--- src/rtl/adc_reader_pkg.sv ---
// Shared register map and bit positions for the ADC sample reader.
package adc_reader_pkg;

  typedef enum logic [1:0] {
    REG_DATA   = 2'd0,
    REG_STATUS = 2'd1,
    REG_CTRL   = 2'd2,
    REG_THRESH = 2'd3
  } reg_addr_e;

  localparam int CTRL_EN_BIT      = 0;
  localparam int CTRL_FLUSH_BIT   = 1;
  localparam int CTRL_OVF_CLR_BIT = 2;

  localparam int STATUS_OVF_BIT   = 8;
  localparam int STATUS_FULL_BIT  = 7;
  localparam int STATUS_EMPTY_BIT = 6;

  localparam int DATA_VALID_BIT   = 31;

  // The block owns one 16-byte window of the Wishbone space.
  function automatic logic addr_match(input logic [31:0] adr, input logic [31:0] base);
    return adr[31:4] == base[31:4];
  endfunction

endpackage

--- src/rtl/adc_sample_fifo.sv ---
// Synchronous FIFO holding captured ADC words; flush empties it in one edge.
module adc_sample_fifo #(
  parameter  int DATA_W = 10,
  parameter  int DEPTH  = 8,
  localparam int PTR_W  = $clog2(DEPTH),
  localparam int LVL_W  = PTR_W + 1
) (
  input  logic              clk_i,
  input  logic              rst_i,
  input  logic              push_i,
  input  logic              pop_i,
  input  logic              flush_i,
  input  logic [DATA_W-1:0] wdata_i,
  output logic [DATA_W-1:0] rdata_o,
  output logic [LVL_W-1:0]  level_o,
  output logic              full_o,
  output logic              empty_o
);

  logic [DATA_W-1:0] mem_q [DEPTH];
  logic [PTR_W-1:0]  wr_ptr_q;
  logic [PTR_W-1:0]  rd_ptr_q;
  logic [LVL_W-1:0]  level_q;
  logic              do_push;
  logic              do_pop;

  assign full_o  = (level_q == LVL_W'(DEPTH));
  assign empty_o = (level_q == '0);
  assign level_o = level_q;
  assign rdata_o = mem_q[rd_ptr_q];

  // A push into a full FIFO is legal only when a pop frees a slot on the same edge.
  assign do_pop  = pop_i & ~empty_o & ~flush_i;
  assign do_push = push_i & ~flush_i & (~full_o | do_pop);

  always_ff @(posedge clk_i) begin
    if (rst_i) begin
      wr_ptr_q <= '0;
      rd_ptr_q <= '0;
      level_q  <= '0;
    end else if (flush_i) begin
      wr_ptr_q <= '0;
      rd_ptr_q <= '0;
      level_q  <= '0;
    end else begin
      if (do_push) wr_ptr_q <= wr_ptr_q + PTR_W'(1);
      if (do_pop)  rd_ptr_q <= rd_ptr_q + PTR_W'(1);
      case ({do_push, do_pop})
        2'b10:   level_q <= level_q + LVL_W'(1);
        2'b01:   level_q <= level_q - LVL_W'(1);
        default: level_q <= level_q;
      endcase
    end
  end

  // NOTE: storage has no reset; stale words are unreachable because level gates every read.
  always_ff @(posedge clk_i) begin
    if (do_push) mem_q[wr_ptr_q] <= wdata_i;
  end

endmodule

--- src/rtl/adc_sample_reader.sv ---
// Wishbone responder that buffers ADC conversion words and raises a level/overflow interrupt.
module adc_sample_reader
  import adc_reader_pkg::*;
#(
  parameter int          DATA_W    = 10,
  parameter int          DEPTH     = 8,
  parameter logic [31:0] BASE_ADDR = 32'h3000_0000
) (
  input  logic              wb_clk_i,
  input  logic              wb_rst_i,
  input  logic              wbs_cyc_i,
  input  logic              wbs_stb_i,
  input  logic              wbs_we_i,
  input  logic [3:0]        wbs_sel_i,
  input  logic [31:0]       wbs_adr_i,
  input  logic [31:0]       wbs_dat_i,
  output logic              wbs_ack_o,
  output logic [31:0]       wbs_dat_o,
  input  logic [DATA_W-1:0] adc_data_i,
  input  logic              adc_valid_i,
  output logic              irq_o
);

  localparam int LVL_W = $clog2(DEPTH) + 1;

  logic             ack_q;
  logic [31:0]      dat_q, dat_d;
  logic             en_q, en_d;
  logic [LVL_W-1:0] thresh_q, thresh_d;
  logic             ovf_q, ovf_d;
  logic             irq_q, irq_d;

  logic              req, wr, rd;
  reg_addr_e         reg_sel;
  logic              pop, push, flush, ovf_clr, push_try, overflow;
  logic [DATA_W-1:0] fifo_rdata;
  logic [LVL_W-1:0]  level;
  logic              full, empty;
  logic [31:0]       rdata;

  // Upper data/select lanes and byte offset bits carry no meaning for this block.
  logic unused_ok;
  assign unused_ok = ^{wbs_sel_i[3:1], wbs_dat_i, wbs_adr_i[1:0]};

  assign req     = wbs_cyc_i & wbs_stb_i & addr_match(wbs_adr_i, BASE_ADDR) & ~ack_q;
  assign reg_sel = reg_addr_e'(wbs_adr_i[3:2]);
  assign wr      = req & wbs_we_i & wbs_sel_i[0];
  assign rd      = req & ~wbs_we_i;

  assign pop      = rd & (reg_sel == REG_DATA) & ~empty;
  assign flush    = wr & (reg_sel == REG_CTRL) & wbs_dat_i[CTRL_FLUSH_BIT];
  assign ovf_clr  = wr & (reg_sel == REG_CTRL) & wbs_dat_i[CTRL_OVF_CLR_BIT];
  assign push_try = adc_valid_i & en_q;
  assign push     = push_try & (~full | pop);
  assign overflow = push_try & full & ~pop;

  adc_sample_fifo #(
    .DATA_W (DATA_W),
    .DEPTH  (DEPTH)
  ) u_fifo (
    .clk_i   (wb_clk_i),
    .rst_i   (wb_rst_i),
    .push_i  (push),
    .pop_i   (pop),
    .flush_i (flush),
    .wdata_i (adc_data_i),
    .rdata_o (fifo_rdata),
    .level_o (level),
    .full_o  (full),
    .empty_o (empty)
  );

  // NOTE: every comb output gets a default first so no path leaves it unassigned (no latches).
  always_comb begin
    rdata = '0;
    case (reg_sel)
      REG_DATA: begin
        rdata[DATA_VALID_BIT] = ~empty;
        rdata[DATA_W-1:0]     = empty ? '0 : fifo_rdata;
      end
      REG_STATUS: begin
        rdata[STATUS_OVF_BIT]   = ovf_q;
        rdata[STATUS_FULL_BIT]  = full;
        rdata[STATUS_EMPTY_BIT] = empty;
        rdata[LVL_W-1:0]        = level;
      end
      REG_CTRL:   rdata[CTRL_EN_BIT] = en_q;
      REG_THRESH: rdata[LVL_W-1:0]   = thresh_q;
      default:    rdata = '0;
    endcase
  end

  always_comb begin
    dat_d    = rd ? rdata : '0;
    en_d     = en_q;
    thresh_d = thresh_q;
    if (wr && reg_sel == REG_CTRL)   en_d     = wbs_dat_i[CTRL_EN_BIT];
    if (wr && reg_sel == REG_THRESH) thresh_d = wbs_dat_i[LVL_W-1:0];
    // A fresh overflow outranks a clear issued on the same edge.
    if (overflow)     ovf_d = 1'b1;
    else if (ovf_clr) ovf_d = 1'b0;
    else              ovf_d = ovf_q;
    irq_d = ((thresh_q != '0) && (level >= thresh_q)) | ovf_q;
  end

  // NOTE: state registers use non-blocking assignments so all update together at the edge.
  always_ff @(posedge wb_clk_i) begin
    if (wb_rst_i) begin
      ack_q    <= 1'b0;
      dat_q    <= '0;
      en_q     <= 1'b0;
      thresh_q <= LVL_W'(DEPTH);
      ovf_q    <= 1'b0;
      irq_q    <= 1'b0;
    end else begin
      ack_q    <= req;
      dat_q    <= dat_d;
      en_q     <= en_d;
      thresh_q <= thresh_d;
      ovf_q    <= ovf_d;
      irq_q    <= irq_d;
    end
  end

  assign wbs_ack_o = ack_q;
  assign wbs_dat_o = dat_q;
  assign irq_o     = irq_q;

endmodule

--- config.mk ---
export PLATFORM = sky130hd
export DESIGN_NAME = adc_sample_reader
export DESIGN_NICKNAME = d
export VERILOG_FILES = /design/src/rtl/adc_reader_pkg.sv /design/src/rtl/adc_sample_fifo.sv /design/src/rtl/adc_sample_reader.sv
export SDC_FILE = /design/constraint.sdc
export NUM_CORES = 1
export LEC_CHECK = 0
export CORE_MARGIN = 4
export CORE_UTILIZATION = 50
export CTS_BUF_LIST = sky130_fd_sc_hd__clkbuf_4 sky130_fd_sc_hd__clkbuf_8 sky130_fd_sc_hd__clkbuf_16
export CTS_CLUSTER_SIZE = 14
export DETAILED_ROUTE_END_ITERATION = 10
export PLACE_DENSITY = 0.87
export SKIP_CTS_REPAIR_TIMING = 1
export SYNTH_ARGS = -nofsm -noshare
export SYNTH_HDL_FRONTEND = slang
export SYNTH_SLANG_ARGS = --single-unit
--- constraint.sdc ---
create_clock -name wb_clk_i -period 5.1 [get_ports wb_clk_i]
set_input_delay 1.02 -clock wb_clk_i [delete_from_list [all_inputs] [get_ports wb_clk_i]]
set_output_delay 1.02 -clock wb_clk_i [all_outputs]
set_load 0.02 [all_outputs]
[After elaboration in Yosys (flattened, before gate mapping)]
Memory sizes are Yosys's and may differ from the RTL's. A register that Yosys moved wholly into a read port is not among the register bits.
Cells that the tools add are included.
Storage, ports and cells
  bits in registers: 50
  bits in writable memories: 80
  input bits: 84
  output and inout bits: 34
  word-level logic and storage cells: 78
  memories: 1
Operators by class
  $add $sub $neg: 4
  magnitude comparators: 1
  eq/ne operators: 7
  mux-type cells: 11
  bitwise gates (word level): 30
  reduce and logical (&&, ||, !) cells: 12
Memories
  u_fifo.mem_q: depth 8, bits a word 10, rd ports 1, clocked after Yosys merged registers in 1, write ports 1, line adc_sample_fifo.sv:20  | logic [DATA_W-1:0] mem_q [DEPTH];
Operators with widths (count)
  == test 28 x 26 -> 1 bit (second input constant): 1
  bitwise AND 1 bit: 19
  2-to-1 mux 10 bit: 1
  one-hot mux 3 bit (3 select lines): 1
  NOT 1 bit: 8
  one-hot mux 4 bit (2 select lines): 1
  adder 3 x 1 -> 3 bit (second input constant): 2
  == test 2 bit (second input constant): 3
  2-to-1 mux 3 bit: 2
  one-hot mux 3 bit (2 select lines): 1
  adder 4 x 1 -> 4 bit (second input constant): 1
  == test 2 x 1 -> 1 bit (second input constant): 2
  == test 4 bit (second input constant): 1
  >= comparator 4 bit: 1
  logical NOT 4 bit: 1
  2-to-1 mux 1 bit: 4
  one-hot mux 1 bit (4 select lines): 1
  nonzero test 2 bit: 2
  nonzero test 4 bit: 1
  OR reduction 2 bit: 2
  OR reduction 4 bit: 1
  subtractor 4 x 1 -> 4 bit (second input constant): 1
  logical AND 1 bit: 3
  OR 1 bit: 3
  other kinds (2): 2

[Depth between registers and ports, before layout]
Gate-level depths: netlist of run 1.
  depth in word-level cells: 13
  gate-level depth with buffers: 14
  gate-level depth less buffers: 12

[Hierarchy]
From an unflattened synthesis of run 1, not the netlist that was laid out.
Second synthesis, totals
  cell total of the unflattened synthesis: 332
  area, all modules: 4839.6 um2
Modules (own cells, without submodules)
  adc_sample_fifo: instances 1, cells each 203, area an instance 3739.8 um2, seq. area each 2662.6 um2
  adc_sample_reader: instances 1, cells each 129, area an instance 1099.8 um2, seq. area each 380.4 um2

[Worst setup path before layout of run 1]
OpenSTA, ideal clock, no wires.
  kind: input to register
  start: in wbs_adr_i[31]
  end: mem u_fifo.mem_q[0][0], enable pin
  setup time: 0.404 ns
  arrival time: 3.227 ns
  data required time: 4.696 ns
  slack: 1.470 ns
  stages: 6
  buffers on the path: 1
  cells stage by stage: nor4b_2 > and4_4 > a31oi_4 > or3_1 > buf_6 > nor4_1
On the way
  cells in the longest elaborated chain, start to end: 13
  elaborated cells on any way between the ends: 20
  those cells by class: eq/ne: 1; mux: 2; bitwise: 17
RTL lines
  start: declaration: line adc_sample_reader.sv:15  | input logic [31:0] wbs_adr_i,
  == test 28 x 26 -> 1 bit *: line adc_reader_pkg.sv:23  | return adr[31:4] == base[31:4];
  bitwise AND 1 bit * (2 in series): line adc_sample_reader.sv:45  | assign req = wbs_cyc_i & wbs_stb_i & addr_match(wbs_adr_i, BASE_ADDR) & ~ack_q;
  bitwise AND 1 bit (2 in series): line adc_sample_reader.sv:47  | assign wr = req & wbs_we_i & wbs_sel_i[0];
  bitwise AND 1 bit (2 in series): line adc_sample_reader.sv:51  | assign flush = wr & (reg_sel == REG_CTRL) & wbs_dat_i[CTRL_FLUSH_BIT];
  NOT 1 bit: line adc_sample_fifo.sv:33, adc_sample_fifo.sv:34
  bitwise AND 1 bit: line adc_sample_fifo.sv:33  | assign do_pop = pop_i & ~empty_o & ~flush_i;
  OR 1 bit: line adc_sample_fifo.sv:34  | assign do_push = push_i & ~flush_i & (~full_o | do_pop);
  bitwise AND 1 bit *: line adc_sample_fifo.sv:34
  2-to-1 mux 1 bit *: line adc_sample_fifo.sv:58  | if (do_push) mem_q[wr_ptr_q] <= wdata_i;
  2-to-1 mux 1 bit (implied by the code) *: line adc_sample_fifo.sv:58
  end: declaration: line adc_sample_fifo.sv:20
Every way passes the cells marked *; elsewhere a longest branch is shown, timed or not.

[Final worst setup path of run 1]
  start: in wbs_adr_i[3]
  end: reg u_fifo.level_q[2], in the netlist u_fifo.level_o[2]
On the way
  cells in the longest elaborated chain, start to end: 9
  elaborated cells on any way between the ends: 19
  those cells by class: eq/ne: 3; mux: 1; bitwise: 12; reduce/logical: 3
RTL lines
  logical NOT 2 bit or == test 2 bit (tied branches): line adc_sample_reader.sv:50, adc_sample_reader.sv:51
  bitwise AND 1 bit, on equally long branches (2 in series): line adc_sample_reader.sv:50, adc_sample_reader.sv:51
  OR 1 bit, or another cell as far along: line adc_sample_reader.sv:54  | assign push = push_try & (~full | pop);
  bitwise AND 1 bit, on equally long branches: line adc_sample_reader.sv:54, adc_sample_fifo.sv:33
  bitwise AND 1 bit or OR 1 bit (tied branches): line adc_sample_fifo.sv:34
  bitwise AND 1 bit: line adc_sample_fifo.sv:34
  == test 2 x 1 -> 1 bit or == test 2 bit (tied branches): line adc_sample_fifo.sv:48  | case ({do_push, do_pop})
  one-hot mux 4 bit (2 select lines) or nonzero test 2 bit (tied branches)
  end signal: assignment: line adc_sample_fifo.sv:49  | 2'b10: level_q <= level_q + LVL_W'(1);
  end signal: assignment: line adc_sample_fifo.sv:50  | 2'b01: level_q <= level_q - LVL_W'(1);
  end signal: assignment: line adc_sample_fifo.sv:51  | default: level_q <= level_q;
  end: declaration: line adc_sample_fifo.sv:23  | logic [LVL_W-1:0] level_q;
Several ways; a longest one is shown, not always the timed one.
A chain may end at the register's enable or synchronous reset.

==> summary.md, run 1 <==
| Metric | Value |
|---|---|
| Distinct cell type count after synthesis | 50 |
| Hold crit path type | register to register |
| Clock-pin slew on the worst setup and hold paths | 0.10 ns |
| Initial antenna violation count | 0 |
| Reg-to-reg critical path startpoint | u_fifo.level_o[3] |
| DIE AREA | 11,410 µm² |
| DRC violations left | 0 |
| Starting density of the core | 0.5212 |
| Dpl cells | 503 |
| Mapped Area | 4885 µm² |
| Total Routing Usage GR | 0.1720 |
| Fmax | 0.2489 GHz |
| Number of CTS-inserted buffers | 9 |
| Worst EP required | 5.32 ns |
| Max FO, Critical Path | 10 |
| Final net count | 478 |
| Layout cells sized above 1 | 0.1667 |
| CP Capture Type | register |
| Final setup viols | 0 |
| Final WL | 9.453 mm |
| Tot Pwr | 1.537 mW |
| Reg2reg setup slack | 1.82 ns |
| Final period utilization | 0.7877 |
| EDFF count, synth | 80 |
| Die Height | 106.8 µm |
| Area growth from synthesis to layout | 18.14% |
| CTS tree | built |
| HPWL Detailed | 6.606 mm |
| Slew HR | 0.1500 |
| Final hold vios | 0 |
| Core box area | 9371 µm² |
| CP arrival | 4.24 ns |
| Sequential area share after synthesis | 0.6230 |
| Final Core Density | 0.6158 |
| FF+latch count, synth | 112 |
| Synth area leader | edfxtp_1 |
| Clk buf depth | 2 |
| Diode count | 0 |
| Pin count of the biggest net entering global routing | 21 |
| Critical Path End | u_fifo.level_o[2] |
| CTS sink count | 112 |
| Worst reg2reg path endpoint | u_fifo.level_o[2] |
| WL per Instance | 18.21 µm |
| GR Overflow Total | 0 |
| Most used DFF post-synth | edfxtp_1 |
| Fill count | 689 |
| Top-count cell post-synth | edfxtp_1 |
| Setup CP Type | primary input to register |
| Leakage | 1.842 nW |
| H-tree Lvls | 3 |
| Worst Setup SP | wbs_adr_i[3] |
| Post-synth ARST share | 0 |
| Clock root buffer | clkbuf_8 |
| Synth area leaders | edfxtp_1, dfxtp_1, mux4_2, mux2i_1, buf_4 |
| I/O pins | 118 |
| Hold_ws | 0.4970 ns |
| Drt pass-1 iters | 4 |
| PwrDens | 266.3 nW/µm² |
| Synthesized area per cell | 15.26 µm² |
| Port bufs | 63 |
| RSZ-0062 raised after global routing | no |
| VDD IR max | 0.0002474 V |
| Commonest cells post-synth | edfxtp_1, dfxtp_1, nor2_1, buf_4, mux4_2 |
| Gpl congestion | 0.8294 |
| Fin. max-slew vios | 0 |
| Maxcap violations | 0 |
| Sum of negative setup slack | 0 ns |
| Worst reg2reg path depth | 12 |
| Clock skew | 0.01633 ns |
| Outcome | completed |
| Row cnt | 35 |
| Die Width | 106.8 µm |
| Top cell type's share of synthesized area | 0.4918 |
| Vias per inst | 5.443 |
| YS warnings | 0 |
| Global-route wire length before repair | 14.97 mm |
| Critical Path Source Type | primary input |
| Vias | 2,825 |
| Fin cells | 519 |
| Slew @ Worst Pin | 1.262 ns |
| Clock Latency Late Sink | 0.37 ns |
| Min-delay src | u_fifo.rd_ptr_q[2] |
| First-iteration detailed-routing DRC count | 207 |
| Post-route ant nets | 0 |
| Gate Count Post-Synth | 320 |
| Post-route minimum period | 4.017 ns |
| Vias in the first global route | 2,850 |
==> how the worst min path moves through the flow <==
stage	endpoint	depth (start not counted)
global placement	u_fifo.rd_ptr_q[2]	2
finish	register	2
floorplan	register	2
global route	register	2
detailed placement	register	2
CTS	register	2
==> layout make-up <==
cell class | count | area [µm²] | area share
sequential | 112 | 3043 | 0.5273
multi-input combinational | 184 | 1665 | 0.2886
timing repair buffer | 71 | 690.7 | 0.1197
tap | 129 | 161.4 | 0.02797
clock buffer | 9 | 123.9 | 0.02147
clock inverter | 7 | 60.06 | 0.01041
inverter | 7 | 26.28 | 0.004553
==> power by group <==
part	leakage, nW	internal (mW)	switching, mW	total (mW)
Sequential	0.976	0.972	0.0000000000146	0.972
Clock	0.0952	0.187	0.303	0.490
Combinational	0.770	0.0382	0.0375	0.0756
==> state kept, by name, indices dropped and copies added, names as in the netlist, named ones only <==
signal           cells
en_q                 1
irq_o                1
ovf_q                1
thresh_q             4
u_fifo.level_o       4
u_fifo.mem_q        80
u_fifo.rd_ptr_q      3
u_fifo.wr_ptr_q      3
wbs_ack_o            1
wbs_dat_o           11
==> layout by cell type (no fill, tap or decap), types with 2 or more instances in the layout <==
| cell | count |
|---|---|
| inv_6 | 4 |
| xnor2_1 | 3 |
| nand3b_1 | 2 |
| xor2_1 | 3 |
| buf_4 | 8 |
| inv_1 | 7 |
| clkbuf_8 | 9 |
| conb_1 | 21 |
| nor4_4 | 2 |
| ha_1 | 9 |
| and4_4 | 2 |
| a21oi_1 | 8 |
| nor4_2 | 5 |
| edfxtp_1 | 80 |
| nand2_1 | 7 |
| a21o_1 | 3 |
| dfxtp_1 | 32 |
| nor2_1 | 25 |
| nand4_1 | 4 |
| or2_2 | 3 |
| nand3_1 | 3 |
| nor2b_1 | 2 |
| nor4_1 | 2 |
| nor4b_2 | 5 |
| mux4_2 | 20 |
| clkdlybuf4s50_1 | 63 |
| nor3_1 | 7 |
| mux2i_1 | 19 |
| or3_1 | 4 |
| o22a_1 | 3 |
| o21ai_0 | 4 |
==> logic make-up after synthesis <==
kind of cell,share of synthesized area
compound gates,0.03971
xor+xnor,0.01076
fa+ha+maj,0.02305
buf+inv,0.05276
flops,0.6229
mux,0.1335
other cells,0.0007677
simple gates,0.1165
==> critical path, cell delays in order <==
cell and delay [ns]:
clkdlybuf4s50_1 0.62, nor4_4 0.45, a31oi_4 0.20, or3_1 0.60, ha_1 0.38, xor2_1 0.17
ha_1 0.19, a21oi_1 0.16, xor2_1 0.17, nor2_1 0.07, xnor2_1 0.14, nor2_1 0.06
==> routing by layer <==
metal | vias up | global-route usage | wire, µm
met4 | 0 | 0.03744 | 76
met1 | 1401 | 0.2114 | 3828
met3 | 9 | 0.04997 | 749
li1 | 1306 | - | -
met2 | 109 | 0.3022 | 4798
met5 | - | 0 | 0
==> metrics by stage <==
step | area [µm²] | worst slack [ns]
floorplan | 4960 | 1.470
global placement | 5587 | 0.8192
detailed placement | 5587 | 0.7222
CTS | 5771 | 1.120
global route | 5771 | 0.8771
finish | 5771 | 1.083
(Power assumes the default switching activity.)
==> run 2: changes to the inputs <==
- CORE_UTILIZATION: 50 -> 45
- PLACE_DENSITY: 0.87 -> 0.83
- clock period: 5.1 -> 3.59 ns (I/O delays scaled with it)
==> run 2 against run 1 <==
Combinational power grew 47%. Sequential share of layout area decreased by 0.87 points. Via count rose by 2.8%. Die area is 10% higher. Flip-flop and latch count unchanged.
==> summary.md, run 2 (synthesized netlist as in run 1, its figures left out) <==
| Metric | Value |
|---|---|
| Outcome | completed |
| DRC violations left | 0 |
| Core box area | 10,460 µm² |
| Final worst slack | 0.3402 ns |
| Worst EP required | 3.86 ns |
| I/O pins | 118 |
| RSZ-0062 raised after global routing | no |
| Vias per inst | 5.430 |
| Crit-path leading delay family | simple AND/OR/NAND/NOR gates |
| WL per Instance | 18.11 µm |
| Clock-pin slew on the worst setup and hold paths | 0.11 ns |
| CP Capture Type | register |
| DIE AREA | 12,590 µm² |
| H-tree Lvls | 3 |
| Global-route wire length before repair | 15.45 mm |
| Row cnt | 37 |
| Commonest non-fill, non-tap cell in the layout | edfxtp_1 |
| Leakage | 1.889 nW |
| Worst path cell trace | clkdlybuf4s50_1 > nor4b_4 > and4_4 > a31oi_4 > or3_1 > ha_1 > xor2_1 > ha_1 > a21oi_1 > xor2_1 > nor2_1 > xnor2_1 > nor2_1 |
| Pin count of the biggest net entering global routing | 23 |
| Crit path buf inv count | 1 |
| CTS sink count | 112 |
| Max reg flops | 80 |
| Post-route minimum period | 3.250 ns |
| Fill count | 830 |
| Tot Pwr | 2.234 mW |
| Biggest register | u_fifo.mem_q |
| Slowest-stage cell, CP | clkdlybuf4s50_1 |
| Layout cells sized above 1 | 0.1880 |
| Max FO, Critical Path | 4 |
| Slew @ Worst Pin | 0.9819 ns |
| CP arrival | 3.52 ns |
| Initial antenna violation count | 0 |
| Hold crit path type | register to register |
| Final setup viols | 0 |
| PwrDens | 380.7 nW/µm² |
| HPWL Detailed | 6.726 mm |
| Clk buf depth | 2 |
| Number of CTS-inserted buffers | 9 |
| Die Width | 112.2 µm |
| Final period utilization | 0.9052 |
| Setup CP Type | primary input to register |
| CTS tree | built |
| Fin. max-slew vios | 0 |
| VDD IR max | 0.0002471 V |
| Place WS | -0.04143 ns |
| Total Routing Usage GR | 0.1563 |
| Crit-path max cell delay | 0.45 ns |
| Slew HR | 0.3445 |
| Fmax | 0.3077 GHz |
| Final hold vios | 0 |
| Die Height | 112.2 µm |
| Area growth from synthesis to layout | 20.11% |
| Post-route ant nets | 0 |
| Clock root buffer | clkbuf_8 |
| Critical Path Source Type | primary input |
| Drt pass-1 iters | 5 |
| First-iteration detailed-routing DRC count | 173 |
| Final WL | 9.688 mm |
| GR Overflow Total | 0 |
| Starting density of the core | 0.4669 |
| Clock Latency Late Sink | 0.38 ns |
| Gpl congestion | 0.8206 |
| Vias in the first global route | 2,981 |
| Port bufs | 63 |
| Clock skew | 0.01181 ns |
| Diode count | 0 |
| Vias | 2,905 |
| Highest-count cells in the layout ignoring fill and taps | edfxtp_1, clkdlybuf4s50_1, dfxtp_1 |
| Final net count | 487 |
| Maxcap violations | 0 |
run 2: cell count changes in the layout (fill, tap and decap cells not counted):
cell        before  now
buf_4            8   17
inv_6            4    0
clkinv_4         0    2
inv_8            0    2
clkinv_1         1    0
clkinv_2         1    0
clkinvlp_4       0    1
inv_12           0    1
run 2: area by class of cell:
cell class,count,area (µm²),share of cell area
clock buffers,9,123.9,0.02111
clock inverters,7,80.08,0.01365
inverters,7,26.28,0.004479
repair buffers,80,758.2,0.1292
flip-flops and latches,112,3043,0.5187
multi-input cells,184,1665,0.2839
well taps,136,170.2,0.02900
run 2: metal layers:
metal	vias up	wire length (µm)	global-route usage
li1	1331	-	-
met1	1460	3999	0.1886
met2	109	5020	0.2773
met3	5	625	0.04798
met4	0	42	0.03205
met5	-	0	0
run 2: tightest hold or removal path: stages, from the launching register on:
cell	delay (ns)
dfxtp_1	0.33
nand2_1	0.05
a21oi_1	0.06
run 2: where the power goes:
part	internal (mW)	switching, mW
combinational	0.0563	0.0546
sequential	1.38	0.0000000000244
clock	0.280	0.463
total	1.72	0.517
run 2: path summary, 6_finish.rpt:
check	from	end	slack (ns)	cells past startpoint
setup / recovery	wbs_adr_i[27]	u_fifo.level_o[2]	0.34	13
hold / removal	u_fifo.rd_ptr_q[2]	register	0.48	2
setup reg to reg	u_fifo.level_o[1]	u_fifo.level_o[2]	0.81	12
hold reg to reg	u_fifo.rd_ptr_q[2]	register	0.48	2
run 2: through the flow:
stage / std cells / hold slack (ns) / setup TNS [ns] / utilization / area, µm²
finish: 535 / 0.4797 / 0 / 0.5608 / 5867
CTS: 535 / 0.4831 / 0 / 0.5608 / 5867
detailed placement: 519 / 0.4680 / -0.04143 / 0.5413 / 5663
global route: 535 / 0.5237 / 0 / 0.5608 / 5867
floorplan: 340 / 0.4412 / 0 / - / 4960
global placement: 519 / 0.4545 / 0 / 0.5413 / 5663
